$ cat src/rtl/qrisc32_avm_arbiter_pkg.sv
// Shared types and constants for the qrisc32 three-port Avalon arbiter.
package qrisc32_avm_arbiter_pkg;

    typedef enum logic [1:0] {
        ARB_IDLE,
        ARB_ISSUE,
        ARB_WAIT,
        ARB_DONE
    } arb_state_t;

    localparam logic [1:0] ARB_PORT_INSTR = 2'd0;
    localparam logic [1:0] ARB_PORT_DATAR = 2'd1;
    localparam logic [1:0] ARB_PORT_DATAW = 2'd2;

    // Next port in the fixed 0 -> 1 -> 2 -> 0 search ring.
    function automatic logic [1:0] arb_next_port(input logic [1:0] p);
        return (p == ARB_PORT_DATAW) ? ARB_PORT_INSTR : p + 2'd1;
    endfunction

endpackage

$ cat src/rtl/qrisc32_avm_arbiter_if.sv
// Bundle of the three CPU-side Avalon ports, the shared memory port and status.
interface qrisc32_avm_arbiter_if;
    import qrisc32_avm_arbiter_pkg::*;

    // Handshake: a master holds rd/wr with stable addr/data while wait_req=1;
    // the transfer completes on the rising edge where request and wait_req=0 coexist.
    logic [31:0] s_instr_addr;
    logic        s_instr_rd;
    logic [31:0] s_instr_data;
    logic        s_instr_wait_req;

    logic [31:0] s_datar_addr;
    logic        s_datar_rd;
    logic [31:0] s_datar_data;
    logic        s_datar_wait_req;

    logic [31:0] s_dataw_addr;
    logic [31:0] s_dataw_data;
    logic        s_dataw_wr;
    logic        s_dataw_wait_req;

    logic [31:0] mem_addr;
    logic        mem_rd;
    logic        mem_wr;
    logic [31:0] mem_wdata;
    logic        mem_wait_req;
    logic [31:0] mem_rdata;
    logic        mem_rdata_valid;

    logic        err_timeout;
    arb_state_t  dbg_state;

    modport slave (
        input  s_instr_addr, s_instr_rd,
        output s_instr_data, s_instr_wait_req,
        input  s_datar_addr, s_datar_rd,
        output s_datar_data, s_datar_wait_req,
        input  s_dataw_addr, s_dataw_data, s_dataw_wr,
        output s_dataw_wait_req,
        output mem_addr, mem_rd, mem_wr, mem_wdata,
        input  mem_wait_req, mem_rdata, mem_rdata_valid,
        output err_timeout, dbg_state
    );

    modport master (
        output s_instr_addr, s_instr_rd,
        input  s_instr_data, s_instr_wait_req,
        output s_datar_addr, s_datar_rd,
        input  s_datar_data, s_datar_wait_req,
        output s_dataw_addr, s_dataw_data, s_dataw_wr,
        input  s_dataw_wait_req,
        input  mem_addr, mem_rd, mem_wr, mem_wdata,
        output mem_wait_req, mem_rdata, mem_rdata_valid,
        input  err_timeout, dbg_state
    );

endinterface

$ cat src/rtl/qrisc32_rr_arbiter.sv
// Three-way round-robin picker; the pointer remembers the last winner.
module qrisc32_rr_arbiter
    import qrisc32_avm_arbiter_pkg::*;
(
    input  logic       clk,
    input  logic       areset,
    input  logic [2:0] req,
    input  logic       advance,
    output logic [2:0] grant,
    output logic [1:0] grant_idx
);

    logic [1:0] ptr;
    logic [1:0] cand;
    logic       found;

    // Reset to the last port so instr is searched first.
    always_ff @(posedge clk) begin
        if (areset) begin
            ptr <= ARB_PORT_DATAW;
        end else if (advance) begin
            ptr <= grant_idx;
        end
    end

    always_comb begin
        grant     = 3'b000;
        grant_idx = ARB_PORT_INSTR;
        found     = 1'b0;
        cand      = ptr;
        for (int k = 0; k < 3; k++) begin
            cand = arb_next_port(cand);
            if (!found && req[cand]) begin
                found       = 1'b1;
                grant_idx   = cand;
                grant[cand] = 1'b1;
            end
        end
    end

endmodule

$ cat src/rtl/qrisc32_avm_arbiter.sv
// Merges qrisc32 instr-read, data-read and data-write Avalon masters onto one
// memory master, one transaction in flight, round-robin granted.
module qrisc32_avm_arbiter
    import qrisc32_avm_arbiter_pkg::*;
#(
    parameter int TIMEOUT_CYCLES = 256
) (
    input  logic                 clk,
    input  logic                 areset,
    qrisc32_avm_arbiter_if.slave bus
);

    localparam int            TW       = $clog2(TIMEOUT_CYCLES + 1);
    localparam logic [TW-1:0] TMO_LAST = TW'(TIMEOUT_CYCLES - 1);

    arb_state_t    state_q, state_d;
    logic [1:0]    port_q, port_d;
    logic          is_write_q, is_write_d;
    logic [31:0]   mem_addr_q, mem_addr_d;
    logic [31:0]   mem_wdata_q, mem_wdata_d;
    logic          mem_rd_q, mem_rd_d;
    logic          mem_wr_q, mem_wr_d;
    logic [TW-1:0] tmo_cnt_q, tmo_cnt_d;
    logic          err_q, err_d;
    logic [2:0]    wait_req_q, wait_req_d;
    logic [31:0]   instr_data_q, instr_data_d;
    logic [31:0]   datar_data_q, datar_data_d;

    logic [2:0]    req;
    logic [2:0]    grant;
    logic [1:0]    grant_idx;
    logic          advance;
    logic          cap_en;
    logic [31:0]   cap_word;

    assign req = {bus.s_dataw_wr, bus.s_datar_rd, bus.s_instr_rd};

    qrisc32_rr_arbiter u_rr (
        .clk       (clk),
        .areset    (areset),
        .req       (req),
        .advance   (advance),
        .grant     (grant),
        .grant_idx (grant_idx)
    );

    always_ff @(posedge clk) begin
        if (areset) begin
            state_q      <= ARB_IDLE;
            port_q       <= ARB_PORT_INSTR;
            is_write_q   <= 1'b0;
            mem_addr_q   <= '0;
            mem_wdata_q  <= '0;
            mem_rd_q     <= 1'b0;
            mem_wr_q     <= 1'b0;
            tmo_cnt_q    <= '0;
            err_q        <= 1'b0;
            wait_req_q   <= 3'b111;
            instr_data_q <= '0;
            datar_data_q <= '0;
        end else begin
            state_q      <= state_d;
            port_q       <= port_d;
            is_write_q   <= is_write_d;
            mem_addr_q   <= mem_addr_d;
            mem_wdata_q  <= mem_wdata_d;
            mem_rd_q     <= mem_rd_d;
            mem_wr_q     <= mem_wr_d;
            tmo_cnt_q    <= tmo_cnt_d;
            err_q        <= err_d;
            wait_req_q   <= wait_req_d;
            instr_data_q <= instr_data_d;
            datar_data_q <= datar_data_d;
        end
    end

    always_comb begin
        state_d      = state_q;
        port_d       = port_q;
        is_write_d   = is_write_q;
        mem_addr_d   = mem_addr_q;
        mem_wdata_d  = mem_wdata_q;
        mem_rd_d     = mem_rd_q;
        mem_wr_d     = mem_wr_q;
        tmo_cnt_d    = tmo_cnt_q;
        err_d        = err_q;
        wait_req_d   = 3'b111;
        instr_data_d = instr_data_q;
        datar_data_d = datar_data_q;
        advance      = 1'b0;
        cap_en       = 1'b0;
        cap_word     = '0;

        unique case (state_q)
            ARB_IDLE: begin
                if (|req) begin
                    advance    = 1'b1;
                    port_d     = grant_idx;
                    is_write_d = grant[ARB_PORT_DATAW];
                    if (grant[ARB_PORT_DATAW]) begin
                        mem_addr_d  = bus.s_dataw_addr;
                        mem_wdata_d = bus.s_dataw_data;
                    end else if (grant[ARB_PORT_DATAR]) begin
                        mem_addr_d  = bus.s_datar_addr;
                    end else begin
                        mem_addr_d  = bus.s_instr_addr;
                    end
                    mem_rd_d = !grant[ARB_PORT_DATAW];
                    mem_wr_d = grant[ARB_PORT_DATAW];
                    state_d  = ARB_ISSUE;
                end
            end
            ARB_ISSUE: begin
                if (!bus.mem_wait_req) begin
                    mem_rd_d  = 1'b0;
                    mem_wr_d  = 1'b0;
                    tmo_cnt_d = '0;
                    if (is_write_q) begin
                        wait_req_d[port_q] = 1'b0;
                        state_d            = ARB_DONE;
                    end else begin
                        state_d = ARB_WAIT;
                    end
                end
            end
            ARB_WAIT: begin
                // Valid data on the final timeout cycle still wins over the timeout.
                if (bus.mem_rdata_valid) begin
                    cap_en   = 1'b1;
                    cap_word = bus.mem_rdata;
                end else if (tmo_cnt_q == TMO_LAST) begin
                    cap_en = 1'b1;
                    err_d  = 1'b1;
                end else begin
                    tmo_cnt_d = tmo_cnt_q + TW'(1);
                end
                if (cap_en) begin
                    wait_req_d[port_q] = 1'b0;
                    state_d            = ARB_DONE;
                end
            end
            ARB_DONE: begin
                state_d = ARB_IDLE;
            end
        endcase

        if (cap_en) begin
            if (port_q == ARB_PORT_INSTR) begin
                instr_data_d = cap_word;
            end else begin
                datar_data_d = cap_word;
            end
        end
    end

    assign bus.mem_addr         = mem_addr_q;
    assign bus.mem_wdata        = mem_wdata_q;
    assign bus.mem_rd           = mem_rd_q;
    assign bus.mem_wr           = mem_wr_q;
    assign bus.s_instr_data     = instr_data_q;
    assign bus.s_datar_data     = datar_data_q;
    assign bus.s_instr_wait_req = wait_req_q[ARB_PORT_INSTR];
    assign bus.s_datar_wait_req = wait_req_q[ARB_PORT_DATAR];
    assign bus.s_dataw_wait_req = wait_req_q[ARB_PORT_DATAW];
    assign bus.err_timeout      = err_q;
    assign bus.dbg_state        = state_q;

endmodule

$ cat src/flat_wrapper.sv
// flat-port wrapper written by rule: the top's interface ports become plain ports
module qrisc32_avm_arbiter_flat import qrisc32_avm_arbiter_pkg::*;
#(
    parameter int TIMEOUT_CYCLES = 256
)
  (clk, areset, bus_s_instr_addr, bus_s_instr_rd, bus_s_instr_data, bus_s_instr_wait_req, bus_s_datar_addr, bus_s_datar_rd, bus_s_datar_data, bus_s_datar_wait_req, bus_s_dataw_addr, bus_s_dataw_data, bus_s_dataw_wr, bus_s_dataw_wait_req, bus_mem_addr, bus_mem_rd, bus_mem_wr, bus_mem_wdata, bus_mem_wait_req, bus_mem_rdata, bus_mem_rdata_valid, bus_err_timeout, bus_dbg_state);
  qrisc32_avm_arbiter_if bus_i ();
  input  logic clk;
  input  logic areset;
  input wire logic [$bits(bus_i.s_instr_addr)-1:0] bus_s_instr_addr;
  input wire logic [$bits(bus_i.s_instr_rd)-1:0] bus_s_instr_rd;
  output wire logic [$bits(bus_i.s_instr_data)-1:0] bus_s_instr_data;
  output wire logic [$bits(bus_i.s_instr_wait_req)-1:0] bus_s_instr_wait_req;
  input wire logic [$bits(bus_i.s_datar_addr)-1:0] bus_s_datar_addr;
  input wire logic [$bits(bus_i.s_datar_rd)-1:0] bus_s_datar_rd;
  output wire logic [$bits(bus_i.s_datar_data)-1:0] bus_s_datar_data;
  output wire logic [$bits(bus_i.s_datar_wait_req)-1:0] bus_s_datar_wait_req;
  input wire logic [$bits(bus_i.s_dataw_addr)-1:0] bus_s_dataw_addr;
  input wire logic [$bits(bus_i.s_dataw_data)-1:0] bus_s_dataw_data;
  input wire logic [$bits(bus_i.s_dataw_wr)-1:0] bus_s_dataw_wr;
  output wire logic [$bits(bus_i.s_dataw_wait_req)-1:0] bus_s_dataw_wait_req;
  output wire logic [$bits(bus_i.mem_addr)-1:0] bus_mem_addr;
  output wire logic [$bits(bus_i.mem_rd)-1:0] bus_mem_rd;
  output wire logic [$bits(bus_i.mem_wr)-1:0] bus_mem_wr;
  output wire logic [$bits(bus_i.mem_wdata)-1:0] bus_mem_wdata;
  input wire logic [$bits(bus_i.mem_wait_req)-1:0] bus_mem_wait_req;
  input wire logic [$bits(bus_i.mem_rdata)-1:0] bus_mem_rdata;
  input wire logic [$bits(bus_i.mem_rdata_valid)-1:0] bus_mem_rdata_valid;
  output wire logic [$bits(bus_i.err_timeout)-1:0] bus_err_timeout;
  output wire logic [$bits(bus_i.dbg_state)-1:0] bus_dbg_state;
  assign bus_i.s_instr_addr = bus_s_instr_addr;
  assign bus_i.s_instr_rd = bus_s_instr_rd;
  assign bus_s_instr_data = bus_i.s_instr_data;
  assign bus_s_instr_wait_req = bus_i.s_instr_wait_req;
  assign bus_i.s_datar_addr = bus_s_datar_addr;
  assign bus_i.s_datar_rd = bus_s_datar_rd;
  assign bus_s_datar_data = bus_i.s_datar_data;
  assign bus_s_datar_wait_req = bus_i.s_datar_wait_req;
  assign bus_i.s_dataw_addr = bus_s_dataw_addr;
  assign bus_i.s_dataw_data = bus_s_dataw_data;
  assign bus_i.s_dataw_wr = bus_s_dataw_wr;
  assign bus_s_dataw_wait_req = bus_i.s_dataw_wait_req;
  assign bus_mem_addr = bus_i.mem_addr;
  assign bus_mem_rd = bus_i.mem_rd;
  assign bus_mem_wr = bus_i.mem_wr;
  assign bus_mem_wdata = bus_i.mem_wdata;
  assign bus_i.mem_wait_req = bus_mem_wait_req;
  assign bus_i.mem_rdata = bus_mem_rdata;
  assign bus_i.mem_rdata_valid = bus_mem_rdata_valid;
  assign bus_err_timeout = bus_i.err_timeout;
  assign bus_dbg_state = bus_i.dbg_state;
  qrisc32_avm_arbiter #(.TIMEOUT_CYCLES(TIMEOUT_CYCLES)) u_core (.clk(clk), .areset(areset), .bus(bus_i));
endmodule
$ cat config.mk
export PLATFORM = sky130hd
export DESIGN_NAME = qrisc32_avm_arbiter_flat
export DESIGN_NICKNAME = d
export VERILOG_FILES = /design/src/rtl/qrisc32_avm_arbiter_pkg.sv /design/src/rtl/qrisc32_avm_arbiter_if.sv /design/src/rtl/qrisc32_rr_arbiter.sv /design/src/rtl/qrisc32_avm_arbiter.sv /design/src/flat_wrapper.sv
export SDC_FILE = /design/constraint.sdc
export NUM_CORES = 1
export LEC_CHECK = 0
export ABC_AREA = 1
export ABC_CLOCK_PERIOD_IN_PS = 2100
export BUFFER_PORTS_ARGS = -buffer_cell sky130_fd_sc_hd__clkbuf_2
export CORE_MARGIN = 1
export CORE_UTILIZATION = 45
export DETAILED_ROUTE_END_ITERATION = 6
export PLACE_DENSITY = 0.8
export REMOVE_ABC_BUFFERS = 1
export SYNTH_ARGS = -nofsm -noshare
export SYNTH_HDL_FRONTEND = slang
export SYNTH_HIERARCHICAL = 1
export SYNTH_SLANG_ARGS = --single-unit
$ cat constraint.sdc
create_clock -name clk -period 2.1 [get_ports clk]
set_input_delay 0.42 -clock clk [delete_from_list [all_inputs] [get_ports clk]]
set_output_delay 0.42 -clock clk [all_outputs]
set_load 0.05 [all_outputs]
==> results of run 1 <==
-- sequential cells by signal (all words and copies together) (netlist names) --
register,cells
u_core/bus.mem_addr,32
u_core/bus.mem_wdata,32
u_core/bus.s_datar_data,32
u_core/bus.s_instr_data,32
u_core/tmo_cnt_q,9
u_core/wait_req_q,3
u_core/bus.dbg_state,2
u_core/port_q,2
u_core/u_rr/ptr,2
u_core/bus.err_timeout,1
u_core/bus.mem_rd,1
u_core/bus.mem_wr,1
u_core/is_write_q,1
-- critical path, delay by kind of cell (launching register included) --
kind / cells / cell delay (ns)
AO/OA/AOI/OAI: 1 / 0.06
adder cells (fa/ha/maj): 2 / 0.42
flip-flops: 1 / 0.37
AND/OR/NAND/NOR: 6 / 0.93
-- timing repair --
item / 4_1_cts / 5_1_grt
buffers inserted: 0 / 0
resized for setup: 0 / 6
setup endpoints to repair: 0 / 75
-- power by group --
part | internal (µW) | switching [µW]
sequential | 3560 | 400
combinational | 1900 | 5390
clock | 1740 | 1200
total | 7210 | 6990
-- area by class of cell --
cell class,instances,area share
multi-input combinational,694,0.3462
sequential,150,0.3387
timing repair buffer,321,0.1999
clock buffer,19,0.04879
inverter,61,0.02580
tap,180,0.02538
clock inverter,12,0.01466
antenna,2,0.0005640
-- worst max-delay path by stage --
stage	start	end	slack, ns	depth (start not counted)
final	u_core/tmo_cnt_q[0]	u_core/bus.s_instr_data[8]	0.16	9
after global routing	u_core/tmo_cnt_q[0]	u_core/bus.s_instr_data[8]	0.02	9
after floorplan	u_core/bus.dbg_state[0]	u_core/is_write_q	-1.14	6
after CTS	u_core/tmo_cnt_q[0]	u_core/bus.s_instr_data[8]	0.09	9
after detailed placement	bus_s_dataw_wr	u_core/bus.mem_rd	0.12	10
after global placement	bus_s_dataw_wr	u_core/bus.mem_rd	0.22	10
-- routing by layer --
layer | share of wire | GRT usage | vias up | wire (µm)
met2 | 0.48 | 0.4564 | 337 | 9811
met4 | 0.035 | 0.1416 | 0 | 707
met1 | 0.39 | 0.2975 | 3257 | 7899
li1 | - | - | 3618 | -
met5 | 0 | 0 | - | 0
met3 | 0.099 | 0.09317 | 41 | 2016
-- metrics by stage --
stage               cell area [µm²]  setup TNS [ns]  utilization  hold slack [ns]  power (µW)
finish                         8874               0       0.6295           0.2249       14200
global route                   8874               0       0.6295           0.2178       15100
CTS                            8845               0       0.6275           0.2083       14190
detailed placement             8282               0       0.5875           0.4533       11210
global placement               8282               0       0.5875           0.4454       11120
floorplan                      6290          -67.01            -           0.4376        8963
-- placed cells by master, fill, tap and decap left out --
master	instances
a21oi_1	140
nor3_1	1
dfxtp_1	148
o21ai_2	1
buf_6	2
ha_1	6
clkbuf_1	2
o211ai_1	1
inv_6	1
clkinvlp_4	2
nand3_1	18
clkbuf_2	302
bufinv_16	2
dfxtp_2	2
nand2_8	1
nand3_2	3
nor2_8	1
buf_4	8
nor2_2	3
nand3_4	1
clkbuf_16	17
nor2_4	3
nand3b_1	1
inv_1	57
clkinv_4	3
clkinv_2	4
nand2_1	308
o21ai_0	66
nand4_1	2
o21ai_1	4
diode_2	2
buf_12	9
or2_1	1
nor2_1	128
nand2_2	5
inv_2	4
==> impl_metrics.env, run 1 <==
export IMPL_worst_r2r_endpoint="u_core/bus.s_instr_data[8]"
export IMPL_rsz0062_at_grt="false"
export IMPL_skew_ns=0.01649
export IMPL_worstMarginPinSlew_ns=0.7407
export IMPL_max_freq_mhz=514.7
export IMPL_cp_start_kind="flip-flop"
export IMPL_timing_final_crit_share=0.9252
export IMPL_cp_slowest_stage_delay_ns=0.37
export IMPL_clock_latency_ns=0.42
export IMPL_die_y_um=123.2
export IMPL_fill_cells=1310
export IMPL_path_class="reg2reg"
export IMPL_nets=1418
export IMPL_cts_path_max_buffers=2
export IMPL_holdCritStartpoint="bus_s_dataw_data[5]"
export IMPL_antenna_found_initial=2
export IMPL_hold_violations=0
export IMPL_ant_nets=0
export IMPL_dp_hpwl_mm=14.59
export IMPL_p_leak_uw=0.004493
export IMPL_io_buffer_count=302
export IMPL_period_minus_slack_ns=1.943
export IMPL_start_util=0.4688
export IMPL_slew_violations=0
export IMPL_cp_slowest_cell="dfxtp_1"
export IMPL_worstPathMaxFanout=32
export IMPL_grt_remaining_overflow=0
export IMPL_cts_inserted_buffers=17
export IMPL_max_vdd_ir_drop_v=0.001134
export IMPL_p_per_area_nw_per_um2=1600
export IMPL_placed_cells_incl_taps=1406
export IMPL_drt_total_wl_mm=20.44
export IMPL_io_pins=303
export IMPL_fp_coreArea_um2=14100
export IMPL_cts_root_buf="clkbuf_16"
export IMPL_via_count=7253
export IMPL_clk_pin_slew_worst_paths_ns=0.06
export IMPL_dieArea_um2=15170
export IMPL_ctsHoldBuffers=0
export IMPL_whs_path_depth=3
export IMPL_cts_tree="yes"
export IMPL_avgViaCountPerCell=5.040
export IMPL_setup_viol=0
export IMPL_max_slew_margin=0.5062
export IMPL_drt_iter0_drc=441
export IMPL_avgSynthCellArea_um2=6.854
export IMPL_finalNonFillerCells=1439
export IMPL_outcome="finished, final reports clean"
export IMPL_endpoint_kind="flip-flop"
export IMPL_yosysWarningCount=6
export IMPL_seq_area_um2=3005
export IMPL_drive_gt1_frac=0.2975
export IMPL_ff2ff_setup_slack_ns=0.16
export IMPL_fin_ws_ns=0.1570
export IMPL_hold_end="u_core/bus.mem_wdata[5]"
export IMPL_drc_errors=0
export IMPL_hold_path_class="in2reg"
export IMPL_multi_input_area_um2=3072
export IMPL_netlist_area_um2=6608
export IMPL_cts_sinks=150
export IMPL_die_w_um=123.2
export IMPL_h_tree_depth=4
export IMPL_row_count=43
export IMPL_crit_arrival_ns=2.21
export IMPL_path_cells="ha_1, nand2_1, nor3_1, ha_1, nor2_2, nor2_8, nand2_8, nand2_1, a21oi_1"
export IMPL_place_congestion=0.8164
export IMPL_dp_slack_ns=0.1196
export IMPL_grt_usage=0.2697
export IMPL_area_delta_synth_final_pct=34.29
export IMPL_reg2reg_from="u_core/tmo_cnt_q[0]"
export IMPL_cap_violations=0
export IMPL_cp_data_required_time_ns=2.36
export IMPL_rr_worst_depth=9
export IMPL_first_global_vias=6665
export IMPL_avgRoutedWirePerCell_um=14.20
export IMPL_syn_inst=964
export IMPL_grt_pass1_wl_mm=31.61
export IMPL_drt_pass1_iterations=7
export IMPL_grt_max_degree=72
Note: power is estimated with default switching activity, not from simulation.
==> inputs of run 2 (changes only) <==
Settings changed: RECOVER_POWER set to 50.
==> run 2 against run 1 <==
Effect of this change:
- final area is 2.1% lower
- sequential power about the same
- critical path depth unchanged
- setup slack worse by 0.0029 ns
- clock skew decreased by 0.0053 ns
- count of clock-buffer cells in the layout is the same
- combinational power shrank 2%
- non-clock buffer count is the same
- fmax fell by 0.15%
- critical endpoint unchanged
- largest cell class unchanged
==> impl_metrics.env, run 2 (synthesis results as in run 1) <==
export IMPL_drt_total_wl_mm=20.54
export IMPL_dp_hpwl_mm=14.59
export IMPL_cp_start_kind="flip-flop"
export IMPL_crit_start="u_core/tmo_cnt_q[0]"
export IMPL_antenna_found_initial=2
export IMPL_setup_viol=0
export IMPL_max_vdd_ir_drop_v=0.001120
export IMPL_period_minus_slack_ns=1.946
export IMPL_ant_nets=0
export IMPL_p_per_area_nw_per_um2=1612
export IMPL_p_leak_uw=0.004030
export IMPL_cts_inserted_buffers=17
export IMPL_die_y_um=123.2
export IMPL_place_congestion=0.8164
export IMPL_grt_usage=0.2697
export IMPL_io_buffer_count=302
export IMPL_cts_root_buf="clkbuf_16"
export IMPL_grt_pass1_wl_mm=31.61
export IMPL_grt_max_degree=72
export IMPL_outcome="finished, final reports clean"
export IMPL_fp_coreArea_um2=14100
export IMPL_start_util=0.4688
export IMPL_hold_violations=0
export IMPL_die_w_um=123.2
export IMPL_worstPathMaxFanout=32
export IMPL_avgRoutedWirePerCell_um=14.27
export IMPL_crit_arrival_ns=2.21
export IMPL_cp_data_required_time_ns=2.36
export IMPL_avgViaCountPerCell=5.027
export IMPL_drive_gt1_frac=0.1893
export IMPL_hold_path_class="in2reg"
export IMPL_dieArea_um2=15170
export IMPL_drt_pass1_iterations=5
export IMPL_cts_tree="yes"
export IMPL_via_count=7234
export IMPL_path_class="reg2reg"
export IMPL_max_freq_mhz=513.9
export IMPL_io_pins=303
export IMPL_power_uw=14010
export IMPL_area_delta_synth_final_pct=31.53
export IMPL_final_cell_mix="nand2_1, clkbuf_2, dfxtp_1"
export IMPL_rsz0062_at_grt="false"
export IMPL_row_count=43
export IMPL_max_slew_margin=0.4955
export IMPL_reg2reg_from="u_core/tmo_cnt_q[0]"
export IMPL_endpoint_kind="flip-flop"
export IMPL_drc_errors=0
export IMPL_layout_commonest_cell="nand2_1"
export IMPL_clk_pin_slew_worst_paths_ns=0.06
export IMPL_drt_iter0_drc=414
export IMPL_cts_path_max_buffers=2
export IMPL_nets=1418
export IMPL_cap_violations=0
export IMPL_holdCritStartpoint="bus_s_dataw_data[3]"
export IMPL_h_tree_depth=4
export IMPL_slew_violations=0
export IMPL_setup_tns_ns=0
export IMPL_timing_final_crit_share=0.9266
export IMPL_skew_ns=0.01117
export IMPL_grt_remaining_overflow=0
export IMPL_first_global_vias=6665
export IMPL_worstMarginPinSlew_ns=0.7600
export IMPL_cts_sinks=150
export IMPL_clock_latency_ns=0.42
run 2: cell count changes in the layout (fill, tap and decap cells not counted), sizes merged:
cell,delta
buf,-1
clkbuf,+1
run 2: report_power, final:
part / leakage, µW / total [µW] / switching [µW] / internal [µW]
logic: 0.00253 / 7110 / 5400 / 1710
registers: 0.00122 / 3960 / 395 / 3560
clock network: 0.000273 / 2940 / 1200 / 1740
run 2: routing by layer:
metal / global-route usage / vias to the layer above / wire length (µm)
met5: 0 / - / 0
met4: 0.1416 / 0 / 771
met3: 0.09317 / 45 / 1904
met2: 0.4564 / 319 / 9764
met1: 0.2975 / 3256 / 8100
li1: - / 3614 / -
run 2: path summary, 6_finish.rpt:
check / to / slack [ns] / cells after the start
setup reg to reg: u_core/bus.s_instr_data[8] / 0.15 / 9
setup / recovery: u_core/bus.s_instr_data[8] / 0.15 / 9
hold reg to reg: u_core/bus.s_datar_data[29] / 0.46 / 2
hold / removal: u_core/bus.mem_wdata[3] / 0.23 / 3
run 2: timing repair:
| action | in CTS | in global routing |
|---|---|---|
| buffers inserted | 0 | 0 |
| setup endpoints to repair | 0 | 75 |
| hold buffers | 0 | 0 |
| resized for setup | 0 | 6 |
run 2: cell type report:
type	instances	area, µm²
flip-flops and latches	150	3005
inverters	61	229.0
fillers	1405	5405
clock inverters	12	130.1
clock buffers	19	432.9
repair buffers	321	1592
multi-input cells	694	3072
well taps	180	225.2
diodes	2	5.005
run 2: through the flow:
| stage | instances | instance area (µm²) | hold slack (ns) | setup slack [ns] | utilization |
|---|---|---|---|---|---|
| after floorplan | 905 | 6290 | 0.4376 | -1.142 | - |
| after global placement | 1406 | 8282 | 0.4454 | 0.2203 | 0.5875 |
| after detailed placement | 1406 | 8282 | 0.4533 | 0.1196 | 0.5875 |
| after CTS | 1437 | 8845 | 0.2083 | 0.09255 | 0.6275 |
| after global routing | 1439 | 8691 | 0.2178 | 0.01643 | 0.6165 |
| final | 1439 | 8691 | 0.2289 | 0.1541 | 0.6165 |
run 2: worst max-delay path, stage by stage (launching register included):
cell and delay (ns):
dfxtp_1 0.37, ha_1 0.21, nand2_1 0.11, nor3_1 0.20, ha_1 0.21, nor2_2 0.08, nor2_8 0.21, nand2_8 0.19
nand2_1 0.13, a21oi_1 0.06
==> inputs of run 3 (changes only) <==
Settings changed: GPL_ROUTABILITY_DRIVEN set to 0, PLACE_DENSITY 0.8 to 0.77.
==> run 3 against run 2 <==
Effect of this change:
- clock skew down 0.0030 ns
- final area up 0.17%
- via count down 0.95%
- wire length about the same
- largest power group unchanged
- non-clock buffer count up 2
- flip-flop and latch count unchanged
- sequential power about the same
==> impl_metrics.env, run 3 (synthesis results as in run 1) <==
export IMPL_h_tree_depth=4
export IMPL_cts_tree="yes"
export IMPL_max_slew_margin=0.4881
export IMPL_cts_root_buf="clkbuf_16"
export IMPL_drc_errors=0
export IMPL_antenna_found_initial=2
export IMPL_first_global_vias=6695
export IMPL_power_switching_uw=7051
export IMPL_path_class="reg2reg"
export IMPL_die_y_um=123.2
export IMPL_cts_setup_buffers=0
export IMPL_use_met1=0.2935
export IMPL_drive_gt1_frac=0.1921
export IMPL_area_delta_synth_final_pct=31.76
export IMPL_row_count=43
export IMPL_die_w_um=123.2
export IMPL_grt_remaining_overflow=0
export IMPL_use_met2=0.4696
export IMPL_outcome="finished, final reports clean"
export IMPL_rsz0062_at_grt="false"
export IMPL_io_buffer_count=302
export IMPL_p_int_uw=7053
export IMPL_period_minus_slack_ns=1.988
export IMPL_cp_data_required_time_ns=2.41
export IMPL_p_clk_frac=0.216
export IMPL_p_per_area_nw_per_um2=1620
export IMPL_worstPathMaxFanout=32
export IMPL_drt_pass1_iterations=5
export IMPL_dieArea_um2=15170
export IMPL_worstMarginPinSlew_ns=0.7678
export IMPL_dp_slack_ns=0.07975
export IMPL_drt_total_wl_mm=20.55
export IMPL_pwr_share_comb=0.504
export IMPL_timing_final_crit_share=0.9466
export IMPL_swShare=0.4999
export IMPL_ant_nets=0
export IMPL_skew_ns=0.008144
export IMPL_fp_coreArea_um2=14100
export IMPL_p_leak_uw=0.004036
export IMPL_drt_iter0_drc=374
export IMPL_dp_hpwl_mm=14.75
export IMPL_final_cell_mix="nand2_1, clkbuf_2, dfxtp_1"
export IMPL_layout_commonest_cell="nand2_1"
export IMPL_grt_usage=0.2701
export IMPL_top_usage_layer="met2"
export IMPL_fin_ws_ns=0.1122
export IMPL_max_vdd_ir_drop_v=0.0009440
export IMPL_max_freq_mhz=503.1
export IMPL_cts_sinks=150
export IMPL_cts_inserted_buffers=17
export IMPL_start_util=0.4688
export IMPL_avgRoutedWirePerCell_um=14.25
export IMPL_cp_start_kind="flip-flop"
export IMPL_seqPwrFrac=0.280
export IMPL_io_pins=303
export IMPL_setup_viol=0
export IMPL_endpoint_kind="flip-flop"
export IMPL_hold_violations=0
export IMPL_cap_violations=0
export IMPL_slew_violations=0
export IMPL_ctsHoldBuffers=0
export IMPL_fin_worst_hold_slack_ns=0.2168
export IMPL_grt_pass1_wl_mm=31.69
export IMPL_postLayoutCoreUtil=0.6176
export IMPL_via_count=7165
export IMPL_crit_arrival_ns=2.30
export IMPL_grt_max_degree=72
export IMPL_nets=1420
export IMPL_use_met3=0.1038
export IMPL_clk_pin_slew_worst_paths_ns=0.07
export IMPL_clock_latency_ns=0.42
export IMPL_hold_path_class="in2reg"
export IMPL_avgViaCountPerCell=4.969
export IMPL_cts_path_max_buffers=2
-- run 3: final cells by class --
class                      instances  area (µm²)
clock buffer                      19       442.9
fill                            1395        5390
multi-input combinational        694        3067
antenna                            2       5.005
sequential                       150        3005
timing repair buffer             323        1585
clock inverter                    13       146.4
inverter                          61       229.0
tap                              180       225.2
-- run 3: worst paths after layout --
| kind | start | endpoint | slack, ns | cells after the start |
|---|---|---|---|---|
| max reg2reg | u_core/u_rr/ptr[1] | u_core/bus.mem_wdata[5] | 0.11 | 11 |
| min reg2reg | u_core/bus.s_datar_data[26] | u_core/bus.s_datar_data[26] | 0.46 | 2 |
| max | u_core/u_rr/ptr[1] | u_core/bus.mem_wdata[5] | 0.11 | 11 |
| min | bus_s_dataw_data[16] | u_core/bus.mem_wdata[16] | 0.22 | 3 |
-- run 3: layer usage --
metal,wire length [µm],share of wire,up-vias
li1,-,-,3620
met2,9799,0.48,312
met3,2142,0.10,39
met1,7945,0.39,3194
met5,0,0,-
met4,657,0.032,0
-- run 3: per-stage QoR --
stage / cell area [µm²] / power, µW / setup TNS (ns) / cells
2_1_floorplan: 6290 / 8963 / -67.01 / 905
3_3_place_gp: 8272 / 11170 / 0 / 1408
3_5_place_dp: 8272 / 11220 / 0 / 1408
4_1_cts: 8861 / 14300 / 0 / 1440
5_1_grt: 8706 / 15000 / 0 / 1442
6_report: 8706 / 14100 / 0 / 1442
-- run 3: critical path: stages (launching register included) --
cell and delay, ns:
dfxtp_2 0.36, nor2_2 0.21, nand2_1 0.10, nand2_1 0.09, nor2_2 0.05, nand3_1 0.11, nand3_1 0.17, inv_2 0.26
nor2_4 0.08, buf_12 0.17, o21ai_0 0.20, nor2_1 0.06
-- run 3: repair_timing --
| item | CTS | global route |
|---|---|---|
| endpoints found under the hold margin | 0 | 0 |
| setup endpoints to repair | 0 | 72 |
| resized for setup | 0 | 4 |
-- run 3: power groups by stage --
stage | clock network (µW) | registers (µW) | logic (µW)
2_1_floorplan | 0 | 6160 | 2800
3_3_place_gp | 0 | 3980 | 7190
3_5_place_dp | 0 | 3980 | 7240
4_1_cts | 3100 | 3950 | 7250
5_1_grt | 3240 | 4020 | 7740
6_report | 3050 | 3960 | 7100
